## src/rtl/cordic_sin_cos.sv

```systemverilog
// ============================================================================
// Module   : cordic_sin_cos
// Purpose  : Iterative rotation-mode CORDIC producing Q1.14 sine/cosine of a
//            signed Q2.14 angle, one micro-rotation per clock.
//            Optional macro CORDIC_QUADRANT_FOLD_EN extends the valid range
//            to the full +/-2 rad input span.
// Revision : 1.0 - initial release
// ============================================================================
`default_nettype none

module cordic_sin_cos #(
    parameter int ITER = 16,
    parameter int IW   = 18
) (
    input  logic               clk,
    input  logic               reset,
    input  logic               start,
    input  logic signed [15:0] angle_radian,
    output logic               done,
    output logic signed [15:0] cos,
    output logic signed [15:0] sin
);

    localparam int CW = 5;
    localparam logic [CW-1:0]          ITER_LAST = CW'(ITER);
    localparam logic signed [IW-1:0]   K_INIT    = IW'(9949);
    localparam logic signed [IW-1:0]   SAT_POS   = IW'(16384);
    localparam logic signed [IW-1:0]   SAT_NEG   = -IW'(16384);
`ifdef CORDIC_QUADRANT_FOLD_EN
    localparam logic signed [IW-1:0]   HALF_PI   = IW'(25736);
    localparam logic signed [IW-1:0]   PI_VAL    = IW'(51472);
`endif

    typedef enum logic [1:0] {
        S_IDLE = 2'd0,
        S_RUN  = 2'd1,
        S_DONE = 2'd2
    } state_t;

    state_t                 state_q;
    logic [CW-1:0]          i_q;
    logic signed [IW-1:0]   x_q, y_q, z_q;
    logic signed [IW-1:0]   x_d, y_d, z_d;
    logic signed [IW-1:0]   x_sh, y_sh, atan_i;
    logic signed [IW-1:0]   ang_ext, z_load, x_fin;
    logic                   neg_cos_q, neg_cos_load;
    logic                   done_q;
    logic signed [15:0]     cos_q, sin_q;

    function automatic logic signed [IW-1:0] atan_lut(input logic [CW-1:0] idx);
        case (idx)
            5'd0:    atan_lut = IW'(12868);
            5'd1:    atan_lut = IW'(7596);
            5'd2:    atan_lut = IW'(4014);
            5'd3:    atan_lut = IW'(2037);
            5'd4:    atan_lut = IW'(1023);
            5'd5:    atan_lut = IW'(512);
            5'd6:    atan_lut = IW'(256);
            5'd7:    atan_lut = IW'(128);
            5'd8:    atan_lut = IW'(64);
            5'd9:    atan_lut = IW'(32);
            5'd10:   atan_lut = IW'(16);
            5'd11:   atan_lut = IW'(8);
            5'd12:   atan_lut = IW'(4);
            5'd13:   atan_lut = IW'(2);
            5'd14:   atan_lut = IW'(1);
            default: atan_lut = '0;
        endcase
    endfunction

    function automatic logic signed [15:0] sat16(input logic signed [IW-1:0] v);
        logic signed [IW-1:0] c;
        if (v > SAT_POS)      c = SAT_POS;
        else if (v < SAT_NEG) c = SAT_NEG;
        else                  c = v;
        sat16 = c[15:0];
    endfunction

    // Direction follows the sign of the residual angle (z >= 0 rotates positive).
    always_comb begin
        x_sh   = x_q >>> i_q;
        y_sh   = y_q >>> i_q;
        atan_i = atan_lut(i_q);
        if (z_q[IW-1]) begin
            x_d = x_q + y_sh;
            y_d = y_q - x_sh;
            z_d = z_q + atan_i;
        end else begin
            x_d = x_q - y_sh;
            y_d = y_q + x_sh;
            z_d = z_q - atan_i;
        end
    end

    always_comb begin
        ang_ext      = {{(IW-16){angle_radian[15]}}, angle_radian};
        z_load       = ang_ext;
        neg_cos_load = 1'b0;
`ifdef CORDIC_QUADRANT_FOLD_EN
        // Reflect angles beyond +/-pi/2 through +/-pi; cosine changes sign.
        if (ang_ext > HALF_PI) begin
            z_load       = PI_VAL - ang_ext;
            neg_cos_load = 1'b1;
        end else if (ang_ext < -HALF_PI) begin
            z_load       = -PI_VAL - ang_ext;
            neg_cos_load = 1'b1;
        end
`endif
        x_fin = neg_cos_q ? -x_q : x_q;
    end

    always_ff @(posedge clk or posedge reset) begin
        if (reset) begin
            state_q   <= S_IDLE;
            i_q       <= '0;
            x_q       <= '0;
            y_q       <= '0;
            z_q       <= '0;
            neg_cos_q <= 1'b0;
            done_q    <= 1'b0;
            cos_q     <= '0;
            sin_q     <= '0;
        end else begin
            case (state_q)
                S_IDLE, S_DONE: begin
                    if (start) begin
                        state_q   <= S_RUN;
                        i_q       <= '0;
                        x_q       <= K_INIT;
                        y_q       <= '0;
                        z_q       <= z_load;
                        neg_cos_q <= neg_cos_load;
                        done_q    <= 1'b0;
                    end
                end
                S_RUN: begin
                    if (i_q == ITER_LAST) begin
                        state_q <= S_DONE;
                        cos_q   <= sat16(x_fin);
                        sin_q   <= sat16(y_q);
                        done_q  <= 1'b1;
                    end else begin
                        x_q <= x_d;
                        y_q <= y_d;
                        z_q <= z_d;
                        i_q <= i_q + 1'b1;
                    end
                end
                default: begin
                    state_q <= S_IDLE;
                    done_q  <= 1'b0;
                end
            endcase
        end
    end

    assign done = done_q;
    assign cos  = cos_q;
    assign sin  = sin_q;

endmodule

`default_nettype wire

```

## config.mk

```make
export PLATFORM = sky130hd
export DESIGN_NAME = cordic_sin_cos
export DESIGN_NICKNAME = d
export VERILOG_FILES = /design/src/rtl/cordic_sin_cos.sv
export SDC_FILE = /design/constraint.sdc
export NUM_CORES = 1
export LEC_CHECK = 0
export ABC_CLOCK_PERIOD_IN_PS = 5850
export CAP_MARGIN = 20
export CELL_PAD_IN_SITES_DETAIL_PLACEMENT = 0
export CELL_PAD_IN_SITES_GLOBAL_PLACEMENT = 1
export CORE_MARGIN = 10
export CORE_UTILIZATION = 50
export DETAILED_ROUTE_END_ITERATION = 6
export DONT_BUFFER_PORTS = 1
export HOLD_SLACK_MARGIN = 0.12
export MAX_ROUTING_LAYER = met4
export PLACE_DENSITY_LB_ADDON = 0.05
export SETUP_SLACK_MARGIN = 0.15
export SYNTH_ARGS = -nofsm -noshare
export SYNTH_HDL_FRONTEND = slang
export SYNTH_SLANG_ARGS = --single-unit
```

## constraint.sdc

```tcl
create_clock -name clk -period 5.85 [get_ports clk]
set_input_delay 0.2925 -clock clk [delete_from_list [all_inputs] [get_ports clk]]
set_output_delay 0.2925 -clock clk [all_outputs]
set_load 0.05 [all_outputs]
```

==> summary.txt, run 1 <==
Run status
  • Status: completed

Setup path
  • CP endpoint: y_q[16]
  • Crit. End Element: register
  • Crit path max fanout: 20
  • FF-to-FF path depth: 21
  • Reg2reg end: y_q[16]
  • Critical Path Start Type: register
  • Crit path from: i_q[1]
  • Critical Path RT: ~6100 ps
  • Crit path kind: reg2reg
  • Worst EP arrival: 5530 ps
  • Reg2Reg Setup Slack: 540 ps
  • FF-to-FF Start: i_q[1]

Finish
  • Diode count: 0
  • Most common cell after layout, fill and taps aside: a21oi_1
  • Layout cells sized above 1: between 10% and 20%
  • Final net count: between 1000 and 1500
  • Commonest non-fill, non-tap cells in the layout: a21oi_1 (99), nand2_1 (96), nor2_1 (89), dfrtp_1 (89), o21ai_0 (78)
  • Layout area overhead: 8.44%

Synthesis
  • Mapped Cells: roughly 1100
  • Ys async rst share: between 90% and 100%
  • Post-synthesis sequential area ratio: between 20% and 30%
  • Synth Warn #: 0
  • Syn Area/Cell: 8.53 um^2
  • Top FF cell, synth: dfrtp_1
  • Synth Net Count: roughly 1200
  • Number of synthesized flops with an enable pin: 0
  • Yosys reg bits: 93
  • Yosys cell types: 73
  • Synthesized area: slightly above 9000 um^2

Floorplanning
  • Die Ht: 156 um
  • Num ports: 52
  • Initial core utilization: ~51%
  • Die W: around 160 um
  • DIE AREA: 24300 um^2
  • Rows: between 40 and 50
  • Core Area: 18100 um^2

Placed design
  • Placement Setup Slack: 279 ps
  • Port bufs: 0
  • DPL Wire Length: between 20 and 25 mm
  • GP Congestion: approximately 0.95

Global route
  • Vias in the first global route: 7779
  • Initial antenna violation count: 0
  • First-pass GRT wire length: around 45 mm
  • Total congestion overflow: 0
  • Total track usage: about a quarter
  • Largest net degree at the start of global routing: 56

STA
  • Worst-margin pin slew: 927 ps
  • Relative slew margins: approximately 38%
  • Final setup viols: 0
  • Clock Skews: between 9 and 10 ps
  • Unrepaired setup endpoints after global routing: no
  • Final Slew Violations: 0
  • FMAX: 188 MHz
  • Final setup TNS: 0 ps
  • Tmin final: 5310 ps
  • Fin. Hold Viols: 0
  • Slack of the critical path: approximately 540 ps
  • Final cycle utilization of the critical path: about nine tenths

Worst hold path
  • Hold Crit Start: angle_radian[10]
  • Tightest Hold Check Type: in2reg
  • Cells on Worst Hold Path: 2

Drt
  • Post-DRT Antenna Nets: 0
  • Drt via density: 6.34
  • Drt wl/cell: roughly 22 um
  • Final wirelength: 28.4 mm
  • Drt pass-1 iters: 5
  • 1st-iter DRT viols: 772
  • Via count: between 8000 and 9000
  • Drt drc: 0

Clocking
  • Max clock buf depth: 2
  • Root buf cell: clkbuf_16
  • Clock transition at path regs: 70 ps
  • CTS tree: yes
  • Num CTS Buffers: 9
  • Clock Sinks: 93
  • Worst-Skew Late Latency: roughly 370 ps
  • Htree depth: 3

Run
  • Max Cap Viol: 0
metrics by stage:
stage          area, um^2  std cells  hold WS [ps]  util, %
3_3_place_gp         9570       1286           241     52.9
2_1_floorplan        9230       1082           440        -
3_5_place_dp         9570       1286           247     52.9
5_1_grt             10000       1316           145     55.4
4_1_cts              9920       1308           127     54.8
6_report            10000       1316           127     55.4
logic make-up (layout without fill, tap and decap cells):
family	count (synthesis)	count (layout)	share of synthesized area (%)
compound gates	335	335	23.5
xor+xnor	83	83	7.87
fa+ha+maj	64	64	8.92
buf+inv	109	114	4.95
flops	93	93	25.2
mux	73	73	12.8
simple gates	325	325	16.8
cells in the mapped netlist, types with 6 or more instances:
master	instances	area share (%)
nor4_1	9	0.61
a21oi_1	99	5.4
clkbuf_1	42	1.7
o21ai_0	78	4.2
inv_1	37	1.5
xor2_1	39	3.7
a21o_1	18	1.5
o211ai_1	10	0.81
nand2_1	96	3.9
o31ai_1	7	0.57
o21a_1	11	0.89
nand3_1	36	2.0
mux2_2	8	0.98
nand4_1	9	0.61
nor2_1	89	3.6
a211oi_1	6	0.49
and3_1	9	0.61
mux2_1	8	0.98
mux2i_1	22	2.4
nor2b_1	12	0.81
dfrtp_1	93	25
ha_1	61	8.3
a22o_1	30	2.8
mux4_2	34	8.3
buf_2	8	0.43
nor3_1	23	1.2
a31oi_1	18	1.2
xnor2_1	44	4.2
o21bai_1	7	0.57
or3_1	7	0.47
nand2b_1	12	0.81
buf_1	13	0.53
metal layers:
layer	vias to the layer above	GRT usage [%]	wire [um]
met1	3953	33.5	13000
met5	-	-	0
met2	352	35.8	12800
met4	0	7.19	690
met3	49	3.23	2050
li1	3987	-	-
worst min path at each step:
stage	end	slack, ps
2_1_floorplan	z_q[14]	440
3_5_place_dp	sin[8]	250
3_3_place_gp	sin[8]	240
5_1_grt	z_q[10]	140
6_report	z_q[10]	130
4_1_cts	z_q[2]	130
final cells by class:
type / count / area (um^2)
well taps: 229 / 287
clock inverters: 6 / 48.8
flip-flops and latches: 93 / 2340
fillers: 1652 / 8080
multi-input cells: 880 / 6480
inverters: 40 / 153
repair buffers: 58 / 463
clock buffers: 10 / 239
flip-flops by register name (all words and copies together), names as in the netlist:
signal and cells:
z_q 18, state_q 2, y_q 18, i_q 5, x_q 18, cos 16
sin 16
worst max-delay path, cell delays in order, from the launching register on:
cell and delay (ps):
dfrtp_4 500, buf_12 180, mux4_2 500, mux4_2 470
nand2_1 80, a21boi_1 220, ha_1 190, inv_1 60
a2111oi_4 310, nand3_2 150, nor4_2 380, and2_1 230
nor2_1 60, xor2_1 200, ha_1 340, nand4_1 140
o22ai_1 150, o41ai_2 440, a21oi_1 120, a21oi_1 190
xor2_1 160, o21ai_0 80
timing repair:
item | CTS | global route
buffers inserted | 0 | 7
hold buffers | 6 | 0
gates resized for setup | 0 | 9
endpoints found under the setup margin | 0 | 5
hold endpoints to repair | 48 | 0
Power of run 1 is not shown: default switching activity piles up to over one toggle a cycle in this logic, so the estimate is an artifact.
==> inputs of run 2 (changes only) <==
--- a/config.mk
+++ b/config.mk
@@ -5,12 +5,12 @@
 export SDC_FILE = /design/constraint.sdc
 export NUM_CORES = 1
 export LEC_CHECK = 0
-export ABC_CLOCK_PERIOD_IN_PS = 5850
+export ABC_CLOCK_PERIOD_IN_PS = 6450
 export CAP_MARGIN = 20
 export CELL_PAD_IN_SITES_DETAIL_PLACEMENT = 0
 export CELL_PAD_IN_SITES_GLOBAL_PLACEMENT = 1
 export CORE_MARGIN = 10
-export CORE_UTILIZATION = 50
+export CORE_UTILIZATION = 54
 export DETAILED_ROUTE_END_ITERATION = 6
 export DONT_BUFFER_PORTS = 1
 export HOLD_SLACK_MARGIN = 0.12
==> constraint.sdc (replaced) <==
create_clock -name clk -period 6.45 [get_ports clk]
set_input_delay 0.3225 -clock clk [delete_from_list [all_inputs] [get_ports clk]]
set_output_delay 0.3225 -clock clk [all_outputs]
set_load 0.05 [all_outputs]
==> run 2 against run 1 <==
Critical path depth stayed put. Non-clock buffer count fell by 28. Global-route usage about the same. Final cell count fell by 2.8%. Design area shrank 2.7%. Clock skew barely moved. Fmax decreased by 8.9%. Highest routed layer unchanged. Clock-buffer cell count did not move. Via count is 2.0% lower. Sequential share of layout area is 0.60 points higher.
==> summary.txt, run 2 (synthesis gave the netlist of run 1 again) <==
Finish
  • Most common cell after layout, fill and taps aside: a21oi_1
  • Layout cells sized above 1: 9.92% (-2.6 points)
  • Diode count: 0 (unchanged)
  • Final net count: 1137 (-2.4%)
  • Commonest non-fill, non-tap cells in the layout: a21oi_1 (99), nand2_1 (96), nor2_1 (89), dfrtp_1 (89), o21ai_0 (78)
  • Top flop regs: x_q: 18 flops, y_q: 18 flops, z_q: 18 flops
  • Layout area overhead: 5.49%

Drt
  • Drt pass-1 iters: 5 (unchanged)
  • Final wirelength: 26.7 mm (-6.0%)
  • Post-DRT Antenna Nets: 0 (unchanged)
  • Drt drc: 0 (unchanged)
  • Drt wl/cell: 20.9 um (-3.3%)
  • Via count: 8172 (-2.0%)
  • Drt via density: 6.39 (+0.81%)
  • 1st-iter DRT viols: 699 (-9.5%)

STA
  • Clock Skews: 9.30 ps (-0.0699 ps)
  • Final Slew Violations: 0 (unchanged)
  • Tmin final: 5830 ps (+516 ps)
  • Final setup viols: 0 (unchanged)
  • Relative slew margins: 37.7% (-0.28 points)
  • Final cycle utilization of the critical path: 90.4% (-0.45 points)
  • Final setup TNS: 0 ps (unchanged)
  • Fin. Hold Viols: 0 (unchanged)
  • Worst-margin pin slew: 935 ps (+7.57 ps)
  • Unrepaired setup endpoints after global routing: no
  • FMAX: 172 MHz (-8.9%)
  • Hold Worst Slack: 118 ps (-8.59 ps)

Clocking
  • Worst-Skew Late Latency: 360 ps (about the same)
  • Max clock buf depth: 2 (unchanged)
  • Htree depth: 3 (unchanged)
  • Clock transition at path regs: 80 ps (about the same)
  • Num CTS Buffers: 9 (unchanged)
  • Post-CTS Setup Inserts: 0 (unchanged)
  • CTS tree: yes
  • Post-cts resize count: 0 (unchanged)
  • Root buf cell: clkbuf_16
  • Clock Sinks: 93 (unchanged)

Floorplanning
  • Core Area: 16600 um^2 (-8.0%)
  • DIE AREA: 22700 um^2 (-6.5%)
  • Rows: 47 (-4.1%)
  • Die Ht: 151 um (-3.3%)
  • Die W: 151 um (-3.3%)
  • Num ports: 52 (unchanged)
  • Initial core utilization: 55.5% (+4.4 points)

Run status
  • Status: completed

Global route
  • Largest net degree at the start of global routing: 57 (+1.8%)
  • Initial antenna violation count: 0 (unchanged)
  • Total congestion overflow: 0 (unchanged)
  • First-pass GRT wire length: 42.6 mm (-6.4%)
  • Vias in the first global route: 7762 (-0.22%)
  • Total track usage: 24.1% (about the same)

Placed design
  • GP Congestion: 0.944 (-0.25%)
  • Port bufs: 0 (unchanged)
  • DPL Wire Length: 19.5 mm (-6.3%)

Setup path
  • Critical Path Start Type: register
  • Worst EP arrival: 6050 ps (+520 ps)
  • Crit. End Element: register
  • FF-to-FF path depth: 21 (unchanged)
  • Crit path kind: reg2reg
  • Crit path max fanout: 25 (+25%)
  • Critical Path RT: 6670 ps (+600 ps)

Run
  • Max Cap Viol: 0 (unchanged)

Worst hold path
  • Cells on Worst Hold Path: 2 (unchanged)
  • Tightest Hold Check Type: in2reg
run 2: critical path: stages, from the launching register on:
cell and delay, ps:
dfrtp_2 690, buf_4 340, mux4_2 530, mux4_2 480
nand2_1 80, a21boi_0 300, ha_1 230, inv_1 60
a2111oi_4 310, nand3_2 140, nor4_2 390, and2_1 220
nor2_1 60, xor2_1 180, ha_1 330, nand4_1 120
a211oi_1 90, o41ai_1 540, a21oi_1 140, a21oi_1 200
xor2_1 150, o21ai_0 90
run 2: per-layer routing:
layer	vias to the layer above	share of wire (%)	GRT usage, %
li1	3945	-	-
met1	3922	47	32.2
met2	269	45	36.5
met3	36	6.1	4.23
met4	0	2.0	7.84
met5	-	0	-
run 2: cell type report:
type                            instances  area (um^2)
Sequential cell                        93         2330
Multi-Input combinational cell        880         6450
Inverter                               40          153
Timing Repair Buffer                   30          241
Clock buffer                           10          229
Clock inverter                          6         53.8
Tap cell                              220          275
Fill cell                            1524         6900
run 2: repair_timing:
item,in CTS,in global routing
hold endpoints to repair,41,0
endpoints found under the setup margin,0,0
hold buffers,4,0
run 2: path summary, 6_finish.rpt:
check	to	startpoint	slack (ps)
worst max-delay path	y_q[16]	i_q[1]	620
worst min-delay path	z_q[14]	angle_radian[14]	120
worst max register to register	y_q[16]	i_q[1]	620
worst min register to register	z_q[15]	z_q[15]	500
max in group asynchronous	i_q[0]	reset	4830
min in group asynchronous	z_q[1]	reset	460
run 2: stage by stage:
step           area, um^2  setup slack, ps  util, %  std cells
2_1_floorplan        9230             1350        -       1082
3_3_place_gp         9400              922     56.5       1258
3_5_place_dp         9400              699     56.5       1258
4_1_cts              9720              688     58.4       1278
5_1_grt              9740              221     58.5       1279
6_report             9740              622     58.5       1279
Power of run 2 is left out for the same reason.
==> inputs of run 3 (changes only) <==
--- a/config.mk
+++ b/config.mk
@@ -6,13 +6,14 @@
 export NUM_CORES = 1
 export LEC_CHECK = 0
 export ABC_CLOCK_PERIOD_IN_PS = 6450
-export CAP_MARGIN = 20
 export CELL_PAD_IN_SITES_DETAIL_PLACEMENT = 0
 export CELL_PAD_IN_SITES_GLOBAL_PLACEMENT = 1
 export CORE_MARGIN = 10
 export CORE_UTILIZATION = 54
 export DETAILED_ROUTE_END_ITERATION = 6
 export DONT_BUFFER_PORTS = 1
+export GPL_ROUTABILITY_DRIVEN = 0
+export GPL_TIMING_DRIVEN = 0
 export HOLD_SLACK_MARGIN = 0.12
 export MAX_ROUTING_LAYER = met4
 export PLACE_DENSITY_LB_ADDON = 0.05
==> run 3 against run 2 <==
The flow now finishes with violations (DRC). Sequential share of layout area shrank 0.39 points. Via count increased by 8.4%. Setup slack got worse by 160 ps. Global-route usage is 4.0 points higher. Critical path depth up 1. Design area rose by 1.5%.
==> summary.txt, run 3 (synthesis gave the netlist of run 1 again) <==
Run status
  • Status: finished, violations left
  • Failing checks: DRC

Floorplanning
  • Initial core utilization: 55.5% (unchanged)
  • DIE AREA: 22700 um^2 (unchanged)
  • Die Ht: 151 um (unchanged)
  • Core Area: 16600 um^2 (unchanged)
  • Rows: 47 (unchanged)
  • Die W: 151 um (unchanged)
  • Num ports: 52 (unchanged)

Finish
  • Final net count: 1181 (+3.9%)
  • Area occupied by multi-input gates: 6460 um^2 (+0.17%)
  • Diode count: 0 (unchanged)
  • Top flop regs: x_q: 18 flops, y_q: 18 flops, z_q: 18 flops
  • Most common cell after layout, fill and taps aside: a21oi_1
  • FILL cells: 1532 (+0.52%)
  • Sequential cell area: 2330 um^2 (-0.21%)
  • Layout cells sized above 1: 8.52% (-1.4 points)
  • Layout area overhead: 7.02%
  • Commonest non-fill, non-tap cells in the layout: a21oi_1 (99), nand2_1 (96), dfrtp_1 (93)

STA
  • Relative slew margins: 16.2% (-21 points)
  • Final cycle utilization of the critical path: 92.9% (+2.6 points)
  • Clock Skews: 8.25 ps (-1.06 ps)
  • Final setup TNS: 0 ps (unchanged)
  • Final setup viols: 0 (unchanged)
  • Final Slew Violations: 0 (unchanged)
  • Fin. Hold Viols: 0 (unchanged)
  • Worst-margin pin slew: 1250 ps (+313 ps)
  • Tmin final: 5990 ps (+165 ps)
  • FMAX: 167 MHz (-2.7%)
  • Unrepaired setup endpoints after global routing: no

Setup path
  • Worst EP arrival: 6200 ps (+150 ps)
  • Reg2Reg Setup Slack: 460 ps (-160 ps)
  • FF-to-FF Start: i_q[0]
  • Critical Path Start Type: register
  • Crit path max fanout: 10 (-60%)
  • Crit. End Element: register
  • FF-to-FF path depth: 22 (+4.8%)
  • Crit path from: i_q[0]
  • Critical Path RT: 6660 ps (about the same)
  • Crit path kind: reg2reg

Global route
  • Total congestion overflow: 0 (unchanged)
  • Largest net degree at the start of global routing: 52 (-8.8%)
  • Vias in the first global route: 8315 (+7.1%)
  • Initial antenna violation count: 0 (unchanged)
  • Total track usage: 28.1% (+4.0 points)
  • First-pass GRT wire length: 48.2 mm (+13%)

Drt
  • Drt drc: 2 (+2)
  • Via count: 8860 (+8.4%)
  • Drt wl/cell: 23.8 um (+14%)
  • Drt via density: 6.70 (+4.8%)
  • Final wirelength: 31.5 mm (+18%)
  • 1st-iter DRT viols: 1026 (+47%)
  • Post-DRT Antenna Nets: 0 (unchanged)
  • Drt pass-1 iters: 7 (+2)

Clocking
  • Root buf cell: clkbuf_16
  • Post-CTS Setup Inserts: 0 (unchanged)
  • CTS tree: yes
  • Clock transition at path regs: 70 ps (about the same)
  • Htree depth: 3 (unchanged)
  • Clock Sinks: 93 (unchanged)
  • Num CTS Buffers: 9 (unchanged)
  • Max clock buf depth: 2 (unchanged)
  • Worst-Skew Late Latency: 360 ps (about the same)

Placed design
  • DPL Wire Length: 23.4 mm (+20%)
  • Port bufs: 0 (unchanged)

Run
  • Max Cap Viol: 0 (unchanged)

Worst hold path
  • Cells on Worst Hold Path: 2 (unchanged)
  • Hold Crit Start: angle_radian[0]
  • Tightest Hold Check Type: in2reg
==> run 3: changes by cell type in the layout (fill, tap and decap cells not counted), moves of 4 or more <==
cell	change
dfrtp_1	+4
buf_1	+12
buf_2	+7
clkbuf_1	+41
buf_4	-23
buf_6	+4
dfrtp_2	-4
==> run 3: what timing repair did <==
item,4_1_cts,5_1_grt
resized for setup,0,5
endpoints found under the hold margin,45,0
setup endpoints to repair,0,4
hold buffers,4,0
==> run 3: area by class of cell <==
cell class / instances / share of cell area (%)
inverter: 40 / 1.55
clock inverter: 7 / 0.570
multi-input combinational: 880 / 65.4
tap: 220 / 2.79
clock buffer: 9 / 2.28
sequential: 93 / 23.6
timing repair buffer: 5 / 0.684
buffer: 69 / 3.14
==> run 3: final timing paths <==
check                          end
min in group asynchronous   z_q[2]
setup reg to reg           y_q[17]
max in group asynchronous   cos[3]
hold / removal              z_q[0]
hold reg to reg            z_q[15]
setup / recovery           y_q[17]
==> run 3: layer usage <==
metal	global-route usage [%]	wire length [um]
met1	36.5	13200
met2	40.0	13400
met3	7.68	3460
met4	13.1	1460
met5	-	0
==> run 3: critical path, cell delays in order (launching register included) <==
cell       delay [ps]
dfrtp_1           460
buf_6             200
clkbuf_4          280
mux4_2            580
mux4_2            520
nand2_1            80
a21boi_0          360
ha_1              250
inv_1              80
a2111oi_4         330
nand3_2           140
nor4_2            430
and2_1            230
nor2_1             60
xor2_1            200
ha_1              350
a21o_1            180
a21o_1            170
a21oi_1           200
a31o_2            210
o21ai_0           120
xnor2_1           270
o22ai_1           130
==> run 3: through the flow <==
stage          std cells  cell area (um^2)  util, %  worst slack [ps]  hold WS [ps]
6_report            1323              9880     59.4               457           130
4_1_cts             1323              9860     59.2               334           129
3_3_place_gp        1302              9510     57.1               397           474
2_1_floorplan       1082              9230        -              1350           456
3_5_place_dp        1303              9540     57.3               382           330
5_1_grt             1323              9880     59.4               165           132
Power of run 3 is left out for the same reason.
